**src/rtl/bf16_pkg.sv**
```systemverilog
// bf16_pkg: shared bfloat16 field widths, special encodings, error codes,
// the sticky error-merge function and the accumulator FSM state type.
package bf16_pkg;
  localparam int EXP_W = 8;
  localparam int MAN_W = 7;
  localparam int BIAS  = 127;

  localparam logic [15:0] BF16_POS_INF = 16'h7F80;
  localparam logic [15:0] BF16_NEG_INF = 16'hFF80;
  localparam logic [15:0] BF16_QNAN    = 16'h7FC0;
  localparam logic [15:0] BF16_MAX     = 16'h7F7F;

  localparam logic [1:0] ERR_NONE = 2'd0;
  localparam logic [1:0] ERR_OVF  = 2'd1;
  localparam logic [1:0] ERR_UNF  = 2'd2;
  localparam logic [1:0] ERR_INV  = 2'd3;

  typedef logic [0:0] state_t;
  localparam state_t ST_ACCUM = 1'b0;
  localparam state_t ST_HOLD  = 1'b1;

  // Sticky merge, severity INV > OVF > UNF > NONE.
  function automatic logic [1:0] err_merge(input logic [1:0] a, input logic [1:0] b);
    if (a == ERR_INV || b == ERR_INV) return ERR_INV;
    if (a == ERR_OVF || b == ERR_OVF) return ERR_OVF;
    if (a == ERR_UNF || b == ERR_UNF) return ERR_UNF;
    return ERR_NONE;
  endfunction
endpackage

```
**src/rtl/bf16_add.sv**
```systemverilog
// bf16_add: combinational bfloat16 adder, round-to-nearest-even.
// Ports: i_a, i_b (operands), o_sum (result), o_err (0 none, 1 ovf, 2 unf, 3 inv).
// Subnormal inputs read as zero; subnormal results flush to signed zero.
// Macro BF16_MUL_ACC_SATURATE_EN: overflow yields signed max finite instead of inf.
module bf16_add
  import bf16_pkg::*;
(
  input  logic [15:0] i_a,
  input  logic [15:0] i_b,
  output logic [15:0] o_sum,
  output logic [1:0]  o_err
);
  logic              w_a_zero, w_b_zero, w_a_inf, w_b_inf, w_a_nan, w_b_nan, w_sub;
  logic              w_swap;
  logic [15:0]       w_big, w_sml;
  logic [EXP_W-1:0]  w_d;
  logic [3:0]        w_sh, w_lz;
  // 11-bit working mantissa: hidden bit, 7 fraction bits, guard, round, sticky
  logic [10:0]       w_mb, w_ms, w_mask, w_al, w_diff, w_n;
  logic [11:0]       w_sum12;
  logic signed [9:0] w_e;
  logic              w_rup;
  logic [8:0]        w_m9;
  logic [MAN_W-1:0]  w_man;

  assign w_a_zero = (i_a[14:7] == 8'd0);
  assign w_b_zero = (i_b[14:7] == 8'd0);
  assign w_a_inf  = (i_a[14:7] == 8'hFF) && (i_a[6:0] == 7'd0);
  assign w_b_inf  = (i_b[14:7] == 8'hFF) && (i_b[6:0] == 7'd0);
  assign w_a_nan  = (i_a[14:7] == 8'hFF) && (i_a[6:0] != 7'd0);
  assign w_b_nan  = (i_b[14:7] == 8'hFF) && (i_b[6:0] != 7'd0);
  assign w_sub    = i_a[15] ^ i_b[15];

  // Larger magnitude first so the subtract path never goes negative.
  assign w_swap = i_b[14:0] > i_a[14:0];
  assign w_big  = w_swap ? i_b : i_a;
  assign w_sml  = w_swap ? i_a : i_b;
  assign w_d    = w_big[14:7] - w_sml[14:7];
  // Beyond 11 places the whole small mantissa lands in sticky.
  assign w_sh   = (w_d > 8'd11) ? 4'd11 : w_d[3:0];
  assign w_mb   = {1'b1, w_big[6:0], 3'b000};
  assign w_ms   = {1'b1, w_sml[6:0], 3'b000};
  assign w_mask = (11'd1 << w_sh) - 11'd1;
  assign w_al   = (w_ms >> w_sh) | {10'd0, |(w_ms & w_mask)};

  assign w_sum12 = {1'b0, w_mb} + {1'b0, w_al};
  assign w_diff  = w_mb - w_al;

  always_comb begin
    w_lz = 4'd0;
    for (int i = 0; i < 11; i++)
      if (w_diff[i]) w_lz = 4'(10 - i);
  end

  always_comb begin
    w_n   = '0;
    w_e   = '0;
    w_rup = 1'b0;
    w_m9  = '0;
    w_man = '0;
    o_sum = 16'h0000;
    o_err = ERR_NONE;
    if (w_a_nan || w_b_nan || (w_a_inf && w_b_inf && w_sub)) begin
      o_sum = BF16_QNAN;
      o_err = ERR_INV;
    end else if (w_a_inf) begin
      o_sum = i_a;
    end else if (w_b_inf) begin
      o_sum = i_b;
    end else if (w_a_zero && w_b_zero) begin
      o_sum = {i_a[15] & i_b[15], 15'd0};
    end else if (w_a_zero) begin
      o_sum = i_b;
    end else if (w_b_zero) begin
      o_sum = i_a;
    end else if (w_sub && (w_diff == 11'd0)) begin
      o_sum = 16'h0000;   // exact cancellation is +0
    end else begin
      if (!w_sub) begin
        if (w_sum12[11]) begin
          w_n = {w_sum12[11:2], |w_sum12[1:0]};
          w_e = $signed({2'b00, w_big[14:7]}) + 10'sd1;
        end else begin
          w_n = w_sum12[10:0];
          w_e = $signed({2'b00, w_big[14:7]});
        end
      end else begin
        // Large left shifts only occur when alignment was <=1, so no sticky is lost.
        w_n = w_diff << w_lz;
        w_e = $signed({2'b00, w_big[14:7]}) - $signed({6'd0, w_lz});
      end
      w_rup = w_n[2] & (w_n[1] | w_n[0] | w_n[3]);
      w_m9  = {1'b0, w_n[10:3]} + {8'd0, w_rup};
      if (w_m9[8]) begin
        w_e   = w_e + 10'sd1;
        w_man = w_m9[7:1];
      end else begin
        w_man = w_m9[6:0];
      end
      if (w_e >= 10'sd255) begin
        o_err = ERR_OVF;
`ifdef BF16_MUL_ACC_SATURATE_EN
        o_sum = {w_big[15], BF16_MAX[14:0]};
`else
        o_sum = w_big[15] ? BF16_NEG_INF : BF16_POS_INF;
`endif
      end else if (w_e <= 10'sd0) begin
        o_err = ERR_UNF;
        o_sum = {w_big[15], 15'd0};
      end else begin
        o_sum = {w_big[15], w_e[7:0], w_man};
      end
    end
  end
endmodule

```
**src/rtl/bf16_mul_acc.sv**
```systemverilog
// bf16_mul_acc: sums each vector of bfloat16 products into one result with a
// sticky error code. ACCUM takes beats; HOLD presents the result until taken.
// Ports: clk, rst (sync active-high); in_valid/in_ready/in_prod/in_err/in_last
// (product stream); out_valid/out_ready/out_sum/out_err/out_cnt (result).
// Macro BF16_MUL_ACC_SATURATE_EN (in bf16_add): saturate overflow to max finite.
module bf16_mul_acc
  import bf16_pkg::*;
#(
  parameter int MAX_LEN = 256,
  parameter int CNT_W   = 9
) (
  input  logic             clk,
  input  logic             rst,
  input  logic             in_valid,
  output logic             in_ready,
  input  logic [15:0]      in_prod,
  input  logic [1:0]       in_err,
  input  logic             in_last,
  output logic             out_valid,
  input  logic             out_ready,
  output logic [15:0]      out_sum,
  output logic [1:0]       out_err,
  output logic [CNT_W-1:0] out_cnt
);
  state_t           r_state;
  logic [15:0]      r_acc;
  logic [1:0]       r_err;
  logic [CNT_W-1:0] r_cnt;
  logic [15:0]      w_sum;
  logic [1:0]       w_add_err;
  logic [CNT_W-1:0] w_cnt_nxt;

  bf16_add u_add (
    .i_a   (r_acc),
    .i_b   (in_prod),
    .o_sum (w_sum),
    .o_err (w_add_err)
  );

  assign w_cnt_nxt = r_cnt + 1'b1;
  assign in_ready  = (r_state == ST_ACCUM);
  assign out_valid = (r_state == ST_HOLD);
  assign out_sum   = r_acc;
  assign out_err   = r_err;
  assign out_cnt   = r_cnt;

  always_ff @(posedge clk) begin
    if (rst) begin
      r_state <= ST_ACCUM;
      r_acc   <= 16'h0000;
      r_err   <= ERR_NONE;
      r_cnt   <= '0;
    end else begin
      case (r_state)
        ST_ACCUM: if (in_valid) begin
          r_acc <= w_sum;
          r_err <= err_merge(err_merge(r_err, in_err), w_add_err);
          r_cnt <= w_cnt_nxt;
          if (in_last || (w_cnt_nxt == CNT_W'(MAX_LEN))) r_state <= ST_HOLD;
        end
        default: if (out_ready) begin
          r_acc   <= 16'h0000;
          r_err   <= ERR_NONE;
          r_cnt   <= '0;
          r_state <= ST_ACCUM;
        end
      endcase
    end
  end
endmodule

```
**config.mk**
```make
export PLATFORM = sky130hd
export DESIGN_NAME = bf16_mul_acc
export DESIGN_NICKNAME = d
export VERILOG_FILES = /design/src/rtl/bf16_pkg.sv /design/src/rtl/bf16_add.sv /design/src/rtl/bf16_mul_acc.sv
export SDC_FILE = /design/constraint.sdc
export NUM_CORES = 1
export LEC_CHECK = 0
export CORE_MARGIN = 5
export CORE_UTILIZATION = 60
export CTS_CLUSTER_SIZE = 40
export DETAILED_ROUTE_END_ITERATION = 8
export GPL_TIMING_DRIVEN = 0
export HOLD_SLACK_MARGIN = 0.15
export PLACE_DENSITY = 0.82
export SLEW_MARGIN = 0
export SYNTH_ARGS = -nofsm -noshare
export SYNTH_HDL_FRONTEND = slang
export SYNTH_SLANG_ARGS = --single-unit
```
**constraint.sdc**
```tcl
create_clock -name clk -period 21.3 [get_ports clk]
set_clock_uncertainty 0.2 [all_clocks]
set_input_delay 4.26 -clock clk [delete_from_list [all_inputs] [get_ports clk]]
set_output_delay 4.26 -clock clk [all_outputs]
set_load 0.03 [all_outputs]
```
---- Yosys cells after proc, flatten, opt, wreduce, memory -nomap -nowiden ----
Cells that the tools add are included.
operators by class
  shifts and indexed selects .............. 3
  reduce and logical (&&, ||, !) cells .... 29
  equal/unequal tests ..................... 18
  magnitude comparators ................... 4
  multiplexer cells ....................... 118
  $add $sub $neg .......................... 9
  bitwise operators ....................... 8
operators with widths
  operator                                                               count
  16-bit two-way mux                                                     13
  10-bit two-way mux                                                     17
  11-bit two-way mux                                                     9
  2-bit two-way mux                                                      27
  4-bit two-way mux                                                      12
  1-bit two-way mux                                                      34
  15-bit two-way mux                                                     2
  9-bit two-way mux                                                      3
  2-bit equality test (second input constant)                            8
  8-bit equality test (second input constant)                            2
  8-bit logical NOT                                                      2
  15-bit > comparator                                                    1
  7-bit logical NOT                                                      2
  7-bit nonzero test                                                     2
  11-bit by 11-bit adder with 12-bit output                              1
  11-bit bitwise AND                                                     1
  11-bit logical NOT                                                     1
  11-bit by 1-bit bitwise OR with 11-bit output                          1
  11-bit OR reduction                                                    1
  1-bit by 4-bit left shift with 11-bit output (first input constant)    1
  11-bit by 4-bit left shift with 11-bit output                          1
  11-bit by 4-bit >> shifter with 11-bit output                          1
  11-bit by 1-bit subtractor with 11-bit output (second input constant)  1
  11-bit subtractor                                                      1
  other kinds (25)                                                       45
storage, ports and cells
  bits of input ports ..................... 23
  word-level logic and storage cells ...... 193
  register bits ........................... 28
  output and inout port bits .............. 29

---- Depth between registers and ports, before layout ----
  word-level depth ........................ 73
  mapped depth ............................ 56
  depth with buffers taken out ............ 52

---- Modules after synthesis ----
A second synthesis with hierarchy kept.
second synthesis, totals
  cells, all modules ...................... 986
  area total of the unflattened synthesis .. 6642.6 um2
modules (own cells, without submodules)
  module        instances  cells each  area an instance (um2)
  bf16_add      1          840         5383.9
  bf16_mul_acc  1          146         1258.7

---- Least setup slack after synthesis ----
OpenSTA, ideal clock, no wires.
  kind .................................... input -> register
  start point ............................. input in_prod[12]
  end point ............................... register r_acc[0] (netlist: out_sum[0])
  required time ........................... 21004 ps
  buffers on the path ..................... 4
  arrival time ............................ 13504 ps
  path slack .............................. 7500 ps
  library setup time ...................... 96 ps
  stages .................................. 52
  path through ............................ ha_1 > buf_2 > and2_1 > and3_1 > a221oi_2 > buf_4 > a211oi_1 > a21oi_1 > ha_1 > nand2_1 > nand2_1 > a211oi_1 > a311o_1 > nand2_1 > xor2_1 > or4_1 > buf_2 > nor2_1 > [... 16 more ...] > a21oi_1 > nand2_1 > ha_1 > fa_1 > nor2b_1 > o21ai_0 > nand2_1 > o21ai_0 > xor2_1 > nand2b_1 > or2_2 > nand2b_1 > or4_1 > nor4b_1 > o21ai_1 > or4_1 > o21bai_4 > o41ai_2
on the way
  cells in the longest elaborated chain, start to end .. 55
  elaborated cells on any way between the ends .. 88
ends and longest elaborated chain
  item                                                             RTL line                        source
  start: declaration                                               bf16_mul_acc.sv:16              input logic [15:0] in_prod,
  15-bit > comparator                                              bf16_add.sv:35                  assign w_swap = i_b[14:0] > i_a[14:0];
  16-bit two-way mux / 15-bit two-way mux (equally long branches)  bf16_add.sv:36, bf16_add.sv:37
  8-bit subtractor                                                 bf16_add.sv:38                  assign w_d = w_big[14:7] - w_sml[14:7];
  8-bit by 4-bit > comparator with 1-bit output                    bf16_add.sv:40                  assign w_sh = (w_d > 8'd11) ? 4'd11 : w_d[3:0];
  4-bit two-way mux                                                bf16_add.sv:40
  1-bit by 4-bit left shift with 11-bit output                     bf16_add.sv:43                  assign w_mask = (11'd1 << w_sh) - 11'd1;
  11-bit by 1-bit subtractor with 11-bit output                    bf16_add.sv:43
  11-bit bitwise AND                                               bf16_add.sv:44                  assign w_al = (w_ms >> w_sh) | {10'd0, |(w_ms & w_mask)};
  [... 39 more ...]                                                n/a
  16-bit two-way mux                                               bf16_add.sv:74                  end else if (w_b_zero) begin
  16-bit two-way mux                                               bf16_add.sv:72                  end else if (w_a_zero) begin
  16-bit two-way mux                                               bf16_add.sv:70                  end else if (w_a_zero && w_b_zero) begin
  16-bit two-way mux                                               bf16_add.sv:68                  end else if (w_b_inf) begin
  16-bit two-way mux                                               bf16_add.sv:66                  end else if (w_a_inf) begin
  16-bit two-way mux                                               bf16_add.sv:63                  if (w_a_nan || w_b_nan || (w_a_inf && w_b_inf && w_sub)) begin
  16-bit two-way mux                                               bf16_mul_acc.sv:55              ST_ACCUM: if (in_valid) begin
  16-bit two-way mux                                               bf16_mul_acc.sv:54              case (r_state)
  end signal: assignment                                           bf16_mul_acc.sv:56              r_acc <= w_sum;
  end: declaration                                                 bf16_mul_acc.sv:26              logic [15:0] r_acc;
Parallel ways exist; a longest one is shown, timed or not. The select of a mux whose other input is x is not followed.
A chain may end at the register's enable or synchronous reset.

---- Final worst setup path ----
  start point ............................. input in_prod[9]
  end point ............................... register r_acc[0] (netlist: out_sum[0])
The elaborated chain is that of the path after synthesis.

==> impl_metrics.tcl <==
set metrics [dict create \
    status "complete, no violations" \
    setup_slack_ns 4.98 \
    tightest_slew_ns 0.917 \
    grt_max_degree 17 \
    preCtsSetupSlack_ns 5.09 \
    cts.sinks 28 \
    routed_wl_mm 21.9 \
    power_density_mw_per_mm2 124 \
    synth_top_area_share_pct 8.54 \
    globalplace.congestion 1.01 \
    ys.warnings.count 0 \
    period_share_pct 76.6 \
    synth_top_area_cell "dfxtp_1" \
    synth_cell_types 100 \
    path_class "in2reg" \
    drc 0 \
    io_pins 52 \
    worstPathArrival_ns 16.31 \
    overflow 0 \
    ys_seq_elements 28 \
    hold_path_class "reg2reg" \
    viasPerCell 6.77 \
    wl_met1_mm 9.60 \
    row_count 38 \
    grt_use_total_pct 32.7 \
    first_pass_iters 6 \
    drive_above_1_share_pct 6.27 \
    grt_antenna_before_repair 0 \
    slew_violations 0 \
    die_h_um 115 \
    synthArstFlopShare_pct 0 \
    cts_hold_buf 0 \
    tns_ns 0 \
    grt_pass1_vias 7203 \
    die_area_sq_mm 0.0131 \
    synthFlopType "dfxtp_1" \
    hold_violations 0 \
    synth_fp_nets 1051 \
    dp_hpwl_mm 17.8 \
    yosysSeqAreaShare_pct 8.54 \
    p_total_mw 0.909 \
    dp.cells 1173 \
    relSlewSlack_pct 38.7 \
    syn_avg_cell_area_sq_um 6.69 \
    fin_crit_ns 16.32 \
    clk_latency_ns 0.28 \
    grt_setup_unrepaired "no" \
    fmax_mhz 61.3 \
    clock-root-buffer "clkbuf_8" \
    synth_area_leaders "dfxtp_1 8.5%, ha_1 8.4%, nor2_1 7.1%, nand2_1 6.5%, a21oi_1 5.8%" \
    vias 7968 \
    synth_edf_count 0 \
    fp.coreArea_sq_mm 0.0108 \
    num_antenna_cells 0 \
    dr.max_layer_used "met4" \
    ant_nets 0 \
    clock_path_buffers 2 \
    max_cap_viol_count 0 \
    htree_levels 1 \
    post_cts_buffers 0 \
    instances_no_fill 1177 \
    wl_per_cell_um 18.6 \
    p_leak_nw 2.82 \
    cp_slowest_cell "o311ai_1" \
    endpoint_kind "flip-flop" \
    syn_inst 982 \
    cts-buffers-inserted 3 \
    met3_length_mm 2.08 \
    grt_pass1_wl_mm 35.9 \
    cp_max_fo 10 \
    cp_common_cell "nand2_1" \
    final_nets 1107 \
    cts_tree "done" \
    max_stage_delay_ns 0.73 \
    wl_met2_mm 9.65 \
    finalSetupViolCount 0 \
    netlist_area_sq_mm 0.00657 \
    die_w_um 115 \
    max-vdd-ir-drop_uv 80.6 \
    startpoint_type "primary input" \
    dr.first_iter.drc_count 1038 \
    portBuffers 51 \
    cts_resized 0 \
    path_clk_slew_ns 0.10 \
    cp.required_ns 21.29 \
    initial_core_util_pct 60.8 \
    area.growth.synth_to_final_pct 11.5 \
]
-- cells in the mapped netlist (15+ instances only) --
master	count
inv_1	44
nand2_1	113
ha_1	44
mux2i_1	21
clkbuf_1	28
a21oi_1	76
nor2_1	124
nand4_1	17
o21ai_0	62
nor3_1	29
nand2b_1	16
nand3_1	28
nor2b_1	15
and3_1	15
dfxtp_1	28
-- cell usage in the layout (no fill, tap or decap), types with 6 or more instances in the layout --
| cell type | n |
|---|---|
| nand2b_1 | 16 |
| mux2i_1 | 21 |
| or4_1 | 8 |
| clkdlybuf4s50_1 | 51 |
| or3_1 | 13 |
| o21ai_1 | 13 |
| a31oi_1 | 11 |
| o21a_1 | 10 |
| and2_1 | 14 |
| dfxtp_1 | 28 |
| xnor2_1 | 13 |
| nand2_1 | 113 |
| nor2b_1 | 15 |
| a21oi_1 | 76 |
| a211oi_1 | 14 |
| o211ai_1 | 13 |
| nand3_1 | 28 |
| nor4_1 | 10 |
| a21o_1 | 10 |
| o31ai_1 | 11 |
| ha_1 | 44 |
| a22oi_1 | 10 |
| buf_2 | 6 |
| nand4_1 | 17 |
| nor2_1 | 124 |
| and3_1 | 15 |
| xor2_1 | 10 |
| clkbuf_1 | 28 |
| a221oi_1 | 8 |
| inv_1 | 44 |
| nor3_1 | 29 |
| o21ai_0 | 62 |
| or2_2 | 7 |
-- kinds of logic (layout without fill, tap and decap cells) --
logic type	count (synthesis)	after routing	share of synthesized area (%)
AO/OA/AOI/OAI	333	333	35.5
adder cells (fa/ha/maj)	46	46	8.99
AND/OR/NAND/NOR	437	437	33.7
XOR/XNOR	23	23	3.07
multiplexers	27	27	4.57
buffers and inverters	88	143	5.68
flip-flops	28	28	8.54
-- per-stage QoR --
stage | cell area (sq um) | utilization (%) | hold WS [ns]
after floorplan | 6570 | - | 0.402
after global placement | 7250 | 67.2 | 0.287
after detailed placement | 7250 | 67.2 | 0.294
after CTS | 7320 | 67.9 | 0.310
after global routing | 7320 | 67.9 | 0.337
final | 7320 | 67.9 | 0.310
-- state kept, by name, indices dropped and copies added (netlist names) --
register,count
out_sum,16
out_valid,1
out_err,2
out_cnt,9
-- worst paths after layout --
check              from          to  slack [ns]  cells past startpoint
min reg2reg  out_cnt[8]  out_cnt[8]        0.31                      2
min          out_cnt[8]  out_cnt[8]        0.31                      2
max reg2reg  out_sum[9]  out_sum[0]        8.92                     52
max          in_prod[9]  out_sum[0]        4.98                     52
-- layout make-up --
| class | instances | area [sq um] |
|---|---|---|
| inverter | 47 | 181 |
| clock inverter | 1 | 30.0 |
| multi-input combinational | 866 | 5630 |
| fill | 1000 | 3470 |
| timing repair buffer | 51 | 510 |
| buffer | 41 | 191 |
| clock buffer | 3 | 41.3 |
| sequential | 28 | 561 |
| tap | 140 | 175 |
-- per-layer routing --
| layer | vias to the layer above | GRT usage, % |
|---|---|---|
| met4 | 0 | 8.47 |
| met3 | 67 | 4.23 |
| li1 | 3809 | - |
| met1 | 3638 | 46.8 |
| met2 | 454 | 51.5 |
| met5 | - | 0 |
-- where the power goes --
part / internal [mW] / total [mW] / switching, mW
Clock: 0.0252 / 0.0431 / 0.0179
Sequential: 0.0610 / 0.0785 / 0.0175
Combinational: 0.280 / 0.787 / 0.507
Total: 0.366 / 0.909 / 0.543
-- critical path, delay by kind of cell --
family,cells,cell delay (ns)
AO/OA/AOI/OAI,16,3.61
multiplexers,1,0.17
AND/OR/NAND/NOR,23,4.59
buffers and inverters,5,1.58
adder cells (fa/ha/maj),5,1.79
XOR/XNOR,2,0.27
No activity file was read; power rests on OpenSTA's default activity.
